$ cat src/rtl/urv_mem_arbiter_if.sv
// Bundle between the arbiter, the core's fetch/data ports and the shared bus.
// master = arbiter side, slave = core/bus side.
interface urv_mem_arbiter_if;
    logic [31:0] im_addr_i;
    logic [31:0] im_data_o;
    logic        im_valid_o;
    logic [31:0] dm_addr_i;
    logic [31:0] dm_data_s_i;
    logic [3:0]  dm_data_select_i;
    logic        dm_load_i;
    logic        dm_store_i;
    logic        dm_ready_o;
    logic [31:0] dm_data_l_o;
    logic        dm_load_done_o;
    logic        dm_store_done_o;
    logic        bus_err_o;
    logic        bus_req_o;
    logic        bus_we_o;
    logic [31:0] bus_addr_o;
    logic [31:0] bus_data_o;
    logic [3:0]  bus_sel_o;
    logic        bus_ack_i;
    logic [31:0] bus_data_i;

    modport master (
        input  im_addr_i, dm_addr_i, dm_data_s_i, dm_data_select_i,
        input  dm_load_i, dm_store_i, bus_ack_i, bus_data_i,
        output im_data_o, im_valid_o, dm_ready_o, dm_data_l_o,
        output dm_load_done_o, dm_store_done_o, bus_err_o,
        output bus_req_o, bus_we_o, bus_addr_o, bus_data_o, bus_sel_o
    );

    modport slave (
        output im_addr_i, dm_addr_i, dm_data_s_i, dm_data_select_i,
        output dm_load_i, dm_store_i, bus_ack_i, bus_data_i,
        input  im_data_o, im_valid_o, dm_ready_o, dm_data_l_o,
        input  dm_load_done_o, dm_store_done_o, bus_err_o,
        input  bus_req_o, bus_we_o, bus_addr_o, bus_data_o, bus_sel_o
    );
endinterface

$ cat src/rtl/urv_mem_arbiter.sv
// Single-outstanding arbiter sharing one memory bus between fetch and data.
// Data has priority, bounded by a burst limit; a timeout aborts dead cycles.
module urv_mem_arbiter #(
    parameter int unsigned g_max_data_burst = 4,
    parameter int unsigned g_timeout        = 255
) (
    input logic               clk_i,
    input logic               rst_n_i,
    urv_mem_arbiter_if.master mif
);
    localparam int unsigned BW = $clog2(g_max_data_burst + 2);
    localparam int unsigned TW = $clog2(g_timeout + 2);
    localparam logic [BW-1:0] BMAX = BW'(g_max_data_burst);
    localparam logic [TW-1:0] TLAST =
        TW'((g_timeout == 0) ? 0 : g_timeout - 1);
    localparam bit TMO_EN   = (g_timeout != 0);
    localparam bit BURST_EN = (g_max_data_burst != 0);

    typedef enum logic [1:0] {
        S_IDLE,
        S_IFETCH,
        S_DLOAD,
        S_DSTORE
    } state_t;

    state_t        state;
    logic [BW-1:0] burst_cnt;
    logic [TW-1:0] tmo_cnt;
    logic [31:0]   f_addr;
    logic [31:0]   im_data;
    logic          im_valid;
    logic [31:0]   dm_data_l;
    logic          load_done;
    logic          store_done;
    logic          bus_err;
    logic          bus_req;
    logic          bus_we;
    logic [31:0]   bus_addr;
    logic [31:0]   bus_data;
    logic [3:0]    bus_sel;

    logic data_go;
    logic tmo_hit;

    assign data_go = (mif.dm_load_i || mif.dm_store_i) &&
                     (!BURST_EN || (burst_cnt < BMAX));
    assign tmo_hit = TMO_EN && (tmo_cnt == TLAST);

    always_ff @(posedge clk_i or negedge rst_n_i) begin
        if (!rst_n_i) begin
            state      <= S_IDLE;
            burst_cnt  <= '0;
            tmo_cnt    <= '0;
            f_addr     <= '0;
            im_data    <= '0;
            im_valid   <= 1'b0;
            dm_data_l  <= '0;
            load_done  <= 1'b0;
            store_done <= 1'b0;
            bus_err    <= 1'b0;
            bus_req    <= 1'b0;
            bus_we     <= 1'b0;
            bus_addr   <= '0;
            bus_data   <= '0;
            bus_sel    <= '0;
        end else begin
            im_valid   <= 1'b0;
            load_done  <= 1'b0;
            store_done <= 1'b0;
            bus_err    <= 1'b0;
            if (state == S_IDLE) begin
                tmo_cnt <= '0;
                bus_req <= 1'b1;
                unique case (1'b1)
                    (data_go && mif.dm_store_i): begin
                        state    <= S_DSTORE;
                        bus_we   <= 1'b1;
                        bus_addr <= mif.dm_addr_i;
                        bus_data <= mif.dm_data_s_i;
                        bus_sel  <= mif.dm_data_select_i;
                    end
                    (data_go && !mif.dm_store_i): begin
                        state    <= S_DLOAD;
                        bus_we   <= 1'b0;
                        bus_addr <= mif.dm_addr_i;
                        bus_data <= '0;
                        bus_sel  <= 4'hF;
                    end
                    default: begin
                        state    <= S_IFETCH;
                        bus_we   <= 1'b0;
                        bus_addr <= mif.im_addr_i;
                        bus_data <= '0;
                        bus_sel  <= 4'hF;
                        f_addr   <= mif.im_addr_i;
                    end
                endcase
                if (!data_go)
                    burst_cnt <= '0;
                else if (burst_cnt != BMAX)
                    burst_cnt <= burst_cnt + BW'(1);
            end else if (mif.bus_ack_i) begin
                state   <= S_IDLE;
                bus_req <= 1'b0;
                case (state)
                    S_DLOAD: begin
                        dm_data_l <= mif.bus_data_i;
                        load_done <= 1'b1;
                    end
                    S_DSTORE: store_done <= 1'b1;
                    default: begin
                        // A fetch whose address moved on is dropped silently.
                        if (mif.im_addr_i == f_addr) begin
                            im_data  <= mif.bus_data_i;
                            im_valid <= 1'b1;
                        end
                    end
                endcase
            end else if (tmo_hit) begin
                state   <= S_IDLE;
                bus_req <= 1'b0;
                case (state)
                    S_DLOAD: begin
                        dm_data_l <= '0;
                        load_done <= 1'b1;
                        bus_err   <= 1'b1;
                    end
                    S_DSTORE: begin
                        store_done <= 1'b1;
                        bus_err    <= 1'b1;
                    end
                    default: ;
                endcase
            end else begin
                tmo_cnt <= tmo_cnt + TW'(1);
            end
        end
    end

    assign mif.dm_ready_o      = (state == S_IDLE);
    assign mif.im_data_o       = im_data;
    assign mif.im_valid_o      = im_valid;
    assign mif.dm_data_l_o     = dm_data_l;
    assign mif.dm_load_done_o  = load_done;
    assign mif.dm_store_done_o = store_done;
    assign mif.bus_err_o       = bus_err;
    assign mif.bus_req_o       = bus_req;
    assign mif.bus_we_o        = bus_we;
    assign mif.bus_addr_o      = bus_addr;
    assign mif.bus_data_o      = bus_data;
    assign mif.bus_sel_o       = bus_sel;
endmodule

$ cat src/flat_wrapper.sv
// flat-port wrapper written by rule: the top's interface ports become plain ports
module urv_mem_arbiter_flat 
#(
    parameter int unsigned g_max_data_burst = 4,
    parameter int unsigned g_timeout        = 255
)
  (clk_i, rst_n_i, mif_im_addr_i, mif_dm_addr_i, mif_dm_data_s_i, mif_dm_data_select_i, mif_dm_load_i, mif_dm_store_i, mif_bus_ack_i, mif_bus_data_i, mif_im_data_o, mif_im_valid_o, mif_dm_ready_o, mif_dm_data_l_o, mif_dm_load_done_o, mif_dm_store_done_o, mif_bus_err_o, mif_bus_req_o, mif_bus_we_o, mif_bus_addr_o, mif_bus_data_o, mif_bus_sel_o);
  urv_mem_arbiter_if mif_i ();
  input logic clk_i;
  input logic rst_n_i;
  input wire logic [$bits(mif_i.im_addr_i)-1:0] mif_im_addr_i;
  input wire logic [$bits(mif_i.dm_addr_i)-1:0] mif_dm_addr_i;
  input wire logic [$bits(mif_i.dm_data_s_i)-1:0] mif_dm_data_s_i;
  input wire logic [$bits(mif_i.dm_data_select_i)-1:0] mif_dm_data_select_i;
  input wire logic [$bits(mif_i.dm_load_i)-1:0] mif_dm_load_i;
  input wire logic [$bits(mif_i.dm_store_i)-1:0] mif_dm_store_i;
  input wire logic [$bits(mif_i.bus_ack_i)-1:0] mif_bus_ack_i;
  input wire logic [$bits(mif_i.bus_data_i)-1:0] mif_bus_data_i;
  output wire logic [$bits(mif_i.im_data_o)-1:0] mif_im_data_o;
  output wire logic [$bits(mif_i.im_valid_o)-1:0] mif_im_valid_o;
  output wire logic [$bits(mif_i.dm_ready_o)-1:0] mif_dm_ready_o;
  output wire logic [$bits(mif_i.dm_data_l_o)-1:0] mif_dm_data_l_o;
  output wire logic [$bits(mif_i.dm_load_done_o)-1:0] mif_dm_load_done_o;
  output wire logic [$bits(mif_i.dm_store_done_o)-1:0] mif_dm_store_done_o;
  output wire logic [$bits(mif_i.bus_err_o)-1:0] mif_bus_err_o;
  output wire logic [$bits(mif_i.bus_req_o)-1:0] mif_bus_req_o;
  output wire logic [$bits(mif_i.bus_we_o)-1:0] mif_bus_we_o;
  output wire logic [$bits(mif_i.bus_addr_o)-1:0] mif_bus_addr_o;
  output wire logic [$bits(mif_i.bus_data_o)-1:0] mif_bus_data_o;
  output wire logic [$bits(mif_i.bus_sel_o)-1:0] mif_bus_sel_o;
  assign mif_i.im_addr_i = mif_im_addr_i;
  assign mif_i.dm_addr_i = mif_dm_addr_i;
  assign mif_i.dm_data_s_i = mif_dm_data_s_i;
  assign mif_i.dm_data_select_i = mif_dm_data_select_i;
  assign mif_i.dm_load_i = mif_dm_load_i;
  assign mif_i.dm_store_i = mif_dm_store_i;
  assign mif_i.bus_ack_i = mif_bus_ack_i;
  assign mif_i.bus_data_i = mif_bus_data_i;
  assign mif_im_data_o = mif_i.im_data_o;
  assign mif_im_valid_o = mif_i.im_valid_o;
  assign mif_dm_ready_o = mif_i.dm_ready_o;
  assign mif_dm_data_l_o = mif_i.dm_data_l_o;
  assign mif_dm_load_done_o = mif_i.dm_load_done_o;
  assign mif_dm_store_done_o = mif_i.dm_store_done_o;
  assign mif_bus_err_o = mif_i.bus_err_o;
  assign mif_bus_req_o = mif_i.bus_req_o;
  assign mif_bus_we_o = mif_i.bus_we_o;
  assign mif_bus_addr_o = mif_i.bus_addr_o;
  assign mif_bus_data_o = mif_i.bus_data_o;
  assign mif_bus_sel_o = mif_i.bus_sel_o;
  urv_mem_arbiter #(.g_max_data_burst(g_max_data_burst), .g_timeout(g_timeout)) u_core (.clk_i(clk_i), .rst_n_i(rst_n_i), .mif(mif_i));
endmodule
$ cat config.mk
export PLATFORM = sky130hd
export DESIGN_NAME = urv_mem_arbiter_flat
export DESIGN_NICKNAME = d
export VERILOG_FILES = /design/src/rtl/urv_mem_arbiter_if.sv /design/src/rtl/urv_mem_arbiter.sv /design/src/flat_wrapper.sv
export SDC_FILE = /design/constraint.sdc
export NUM_CORES = 1
export LEC_CHECK = 0
export CAP_MARGIN = 0
export CORE_MARGIN = 1.5
export CORE_UTILIZATION = 46
export CTS_BUF_LIST = sky130_fd_sc_hd__clkbuf_4 sky130_fd_sc_hd__clkbuf_8
export DETAILED_ROUTE_END_ITERATION = 10
export GPL_ROUTABILITY_DRIVEN = 1
export PLACE_DENSITY = 0.83
export SLEW_MARGIN = 25
export SYNTH_ARGS = -nofsm -noshare
export SYNTH_HDL_FRONTEND = slang
export SYNTH_SLANG_ARGS = --single-unit
$ cat constraint.sdc
create_clock -name clk_i -period 2.9 [get_ports clk_i]
set_clock_uncertainty 0.05 [all_clocks]
set_input_delay 0.29 -clock clk_i [delete_from_list [all_inputs] [get_ports clk_i]]
set_output_delay 0.29 -clock clk_i [all_outputs]
set_load 0.02 [all_outputs]
==> flow_summary.json, run 1 <==
{
  "syn_to_final_growth_pct": 46.3,
  "detailedRoute.firstIterationViolations": 242,
  "antenna_cells": 0,
  "grt_pass1_wl_um": 29600,
  "detailedRoute.firstPassIterationCount": 6,
  "critPathMaxStageDelay_ns": 0.64,
  "timing.critical_path.slowest_stage_cell": "sky130_fd_sc_hd__clkdlybuf4s50_1",
  "synth_cell_type_count": 37,
  "worst-path-buf-inv": 2,
  "xor_xnor_fraction_of_synth_area_pct": 4.65,
  "gr-usage-all-layers_pct": 22.9,
  "synth_seq_area_share_pct": 62.6,
  "maxCapViolCount": 0,
  "clockBufferDepth": 2,
  "run_status": "completed",
  "timing.setup.tns_ns": 0,
  "remaining_drc_errors": 0,
  "drive_gt1_share_pct": 8.72,
  "detail_route.wl_per_cell_um": 16.4,
  "synth_adder_area_share_pct": 0.511,
  "share_of_the_synthesized_area_in_compound_gates_ao_oa_aoi_oai_pct": 10.8,
  "total_number_of_nets_in_the_final_design": 1067,
  "initial_antenna_violation_count": 0,
  "synth_most_common_cell": "sky130_fd_sc_hd__nand2_1",
  "cpLargestDelayFamily": "buffers and inverters",
  "synth_simple_gate_area_share_pct": 13.8,
  "first_global_vias": 5830,
  "grt_setup_unrepaired": "no",
  "final_hold_viol_count": 0,
  "ys_top_cells_by_area": "sky130_fd_sc_hd__dfrtp_1 (63%), sky130_fd_sc_hd__nand2_1 (11%), sky130_fd_sc_hd__mux2_2 (4.6%)",
  "worst_tran_pin_value_ns": 0.696,
  "max_slew_margin_pct": 53.6,
  "ir_drop_worst_vdd_uv": 609,
  "detailedPlacementHpwl_um": 13700,
  "worst_skew_pair.late_latency_ns": 0.45,
  "post-synth-top-area-cell": "sky130_fd_sc_hd__dfrtp_1",
  "top_cells_by_instance_count_after_synthesis": "sky130_fd_sc_hd__nand2_1 (207), sky130_fd_sc_hd__dfrtp_1 (184), sky130_fd_sc_hd__a22o_1 (34), sky130_fd_sc_hd__o21ai_0 (34), sky130_fd_sc_hd__a22oi_1 (32)",
  "synthFlopType": "sky130_fd_sc_hd__dfrtp_1",
  "largest_family_of_logic_cells_by_synthesized_area": "simple AND/OR/NAND/NOR gates",
  "detailroute.via_count": 5807,
  "grt_max_degree": 87,
  "report.power.total_w": 0.0101,
  "post_synthesis_area_per_instance_sq_um": 11.2,
  "power.density_cell_area_nw_per_um2": 939,
  "design.core.area_sq_um": 15800,
  "initial_util_pct": 46.6,
  "setup_violations": 0,
  "die_x_um": 129,
  "timing.critical_path.arrival_ns": 2.13,
  "timing.final.crit_share_pct": 85.3,
  "type_of_the_worst_setup_path": "register to output pin",
  "clock_tree_from_tritoncts": "built",
  "post_synth_instance_area_sq_um": 7350,
  "clk_pin_slew_worst_paths_ns": 0.09,
  "postRouteWirelength_um": 19000,
  "max_freq_mhz": 404,
  "h-tree-depth": 4,
  "die_h_um": 129,
  "final-max-slew-violation-count": 0,
  "cts_made_buffers": 17,
  "worst-endpoint-required_ns": 2.56,
  "globalRouteOverflowTotal": 0,
  "cts.sink_count": 184,
  "postCtsSetupRepairBufs": 0,
  "async_reset_ff_share_pct": 100,
  "synth-edff-count": 0,
  "hold_path_class": "input pin to asynchronous set/reset pin",
  "routabilityCongestion": 0.767,
  "synth_fp_nets": 797,
  "antenna_violating_nets_post_route": 0,
  "crit_path_end_kind": "output pin",
  "path_cells": "or2_2 > inv_1 > clkdlybuf4s50_1",
  "postSynthCellCount": 657,
  "vias_per_cell": 5.02,
  "die-area_sq_um": 16700,
  "io_buffers": 275,
  "ioPinCount": 276,
  "synth_top_area_share_pct": 62.6,
  "clock-root-buffer": "sky130_fd_sc_hd__clkbuf_8",
  "ys_ff_latch": 184,
  "static-leakage-power_nw": 5.03,
  "finalCriticalPeriod_ns": 2.47,
  "yosys-mux-area-fraction_pct": 5.06,
  "critical_path_peak_fanout": 6,
  "ys_warn_count": 0,
  "critical_path.startpoint_type": "register",
  "floorplan.rows": 46
}
registers in the layout, summed over array words and instances, names as in the netlist, 2 cells and up:
register	cells
u_core.f_addr	32
u_core.mif.bus_addr_o	32
u_core.state	2
u_core.tmo_cnt	9
u_core.mif.bus_data_o	32
u_core.mif.dm_data_l_o	32
u_core.mif.bus_sel_o	4
u_core.mif.im_data_o	32
u_core.burst_cnt	3
cells by family after synthesis:
| group | count (synthesis) |
|---|---|
| AND/OR/NAND/NOR | 245 |
| flip-flops | 184 |
| AO/OA/AOI/OAI | 111 |
| buffers and inverters | 42 |
| XOR/XNOR | 39 |
| multiplexers | 33 |
| adder cells (fa/ha/maj) | 3 |
routing by layer:
| metal | GRT usage, % | share of wire, % | vias up |
|---|---|---|---|
| met3 | 7.93 | 9.1 | 23 |
| met2 | 36.5 | 46 | 236 |
| met5 | 0 | 0 | - |
| met1 | 29.4 | 43 | 2780 |
| met4 | 7.47 | 1.6 | 0 |
| li1 | - | - | 2768 |
per-stage QoR:
step,utilization [%],std cells,cell area (sq um),hold slack (ns),setup slack [ns]
floorplan,-,657,7350,-0.0556,0.674
global placement,65.6,1123,10300,0.335,0.105
detailed placement,65.6,1123,10300,0.327,0.0571
CTS,68.2,1156,10800,0.336,0.370
global route,68.2,1156,10800,0.355,0.324
finish,68.2,1156,10800,0.368,0.427
worst register-to-register path, stage by stage (launching register included):
cell and delay [ns]:
sky130_fd_sc_hd__dfrtp_1 0.40, sky130_fd_sc_hd__xnor2_1 0.25, sky130_fd_sc_hd__nand4_1 0.13, sky130_fd_sc_hd__or4_4 0.55, sky130_fd_sc_hd__nor4_4 0.33, sky130_fd_sc_hd__buf_12 0.26, sky130_fd_sc_hd__mux2_2 0.38
placed cells by master (no fill, tap or decap), types with 3 or more instances in the layout:
master / synthesis / final
sky130_fd_sc_hd__and3_1: 4 / 4
sky130_fd_sc_hd__inv_1: 4 / 4
sky130_fd_sc_hd__xnor2_1: 9 / 9
sky130_fd_sc_hd__nor2_1: 12 / 11
sky130_fd_sc_hd__a22oi_1: 32 / 32
sky130_fd_sc_hd__a22o_1: 34 / 34
sky130_fd_sc_hd__dfrtp_1: 184 / 184
sky130_fd_sc_hd__nor4_1: 6 / 6
sky130_fd_sc_hd__clkdlybuf4s50_1: 0 / 274
sky130_fd_sc_hd__ha_1: 3 / 3
sky130_fd_sc_hd__buf_4: 0 / 11
sky130_fd_sc_hd__xor2_1: 30 / 30
sky130_fd_sc_hd__mux2_2: 30 / 30
sky130_fd_sc_hd__o21ai_0: 34 / 34
sky130_fd_sc_hd__clkbuf_8: 0 / 19
sky130_fd_sc_hd__nand2_1: 207 / 207
sky130_fd_sc_hd__mux2_1: 3 / 3
sky130_fd_sc_hd__o22a_1: 4 / 4
sky130_fd_sc_hd__inv_6: 0 / 4
cell type report:
cell class | count | area, sq um
clock buffer | 20 | 263
clock inverter | 12 | 140
fill | 1194 | 5010
inverter | 4 | 15.0
multi-input combinational | 431 | 2570
sequential | 184 | 4600
tap | 216 | 270
timing repair buffer | 289 | 2890
where the power goes:
part           switching (W)  leakage [nW]  internal [W]
sequential          0.000538          2.39       0.00347
combinational        0.00232          2.43       0.00202
clock               0.000930         0.203      0.000824
total                0.00379          5.03       0.00631
repair_timing:
| item | 4_1_cts | 5_1_grt |
|---|---|---|
| gates resized for setup | 0 | 0 |
| hold buffers | 1 | 0 |
| hold endpoints to repair | 83 | 0 |
final timing paths:
path | start | endpoint | slack (ns) | cells after the start
worst max-delay path | u_core.state[1]$_DFFE_PN0P_ | mif_dm_ready_o | 0.43 | 3
worst min-delay path | rst_n_i | u_core.mif.bus_addr_o[3]$_DFFE_PN0P_ | 0.37 | 2
worst max register to register | u_core.f_addr[7]$_DFFE_PN0P_ | u_core.mif.im_data_o[16]$_DFFE_PN0P_ | 0.44 | 6
worst min register to register | u_core.mif.dm_data_l_o[15]$_DFFE_PN0P_ | u_core.mif.dm_data_l_o[15]$_DFFE_PN0P_ | 0.43 | 2
max in group asynchronous | rst_n_i | u_core.f_addr[9]$_DFFE_PN0P_ | 1.55 | 3
min in group clk_i | mif_bus_data_i[25] | u_core.mif.dm_data_l_o[25]$_DFFE_PN0P_ | 0.37 | 3
(Power assumes the default switching activity.)
==> run 2, diff against run 1 <==
--- a/config.mk
+++ b/config.mk
@@ -11,6 +11,7 @@
 export CTS_BUF_LIST = sky130_fd_sc_hd__clkbuf_4 sky130_fd_sc_hd__clkbuf_8
 export DETAILED_ROUTE_END_ITERATION = 10
 export GPL_ROUTABILITY_DRIVEN = 1
+export HOLD_SLACK_MARGIN = 0.05
 export PLACE_DENSITY = 0.83
 export SLEW_MARGIN = 25
 export SYNTH_ARGS = -nofsm -noshare
==> results of run 2 <==
The final DEF is identical to that of run 1; final timing and power are the same.
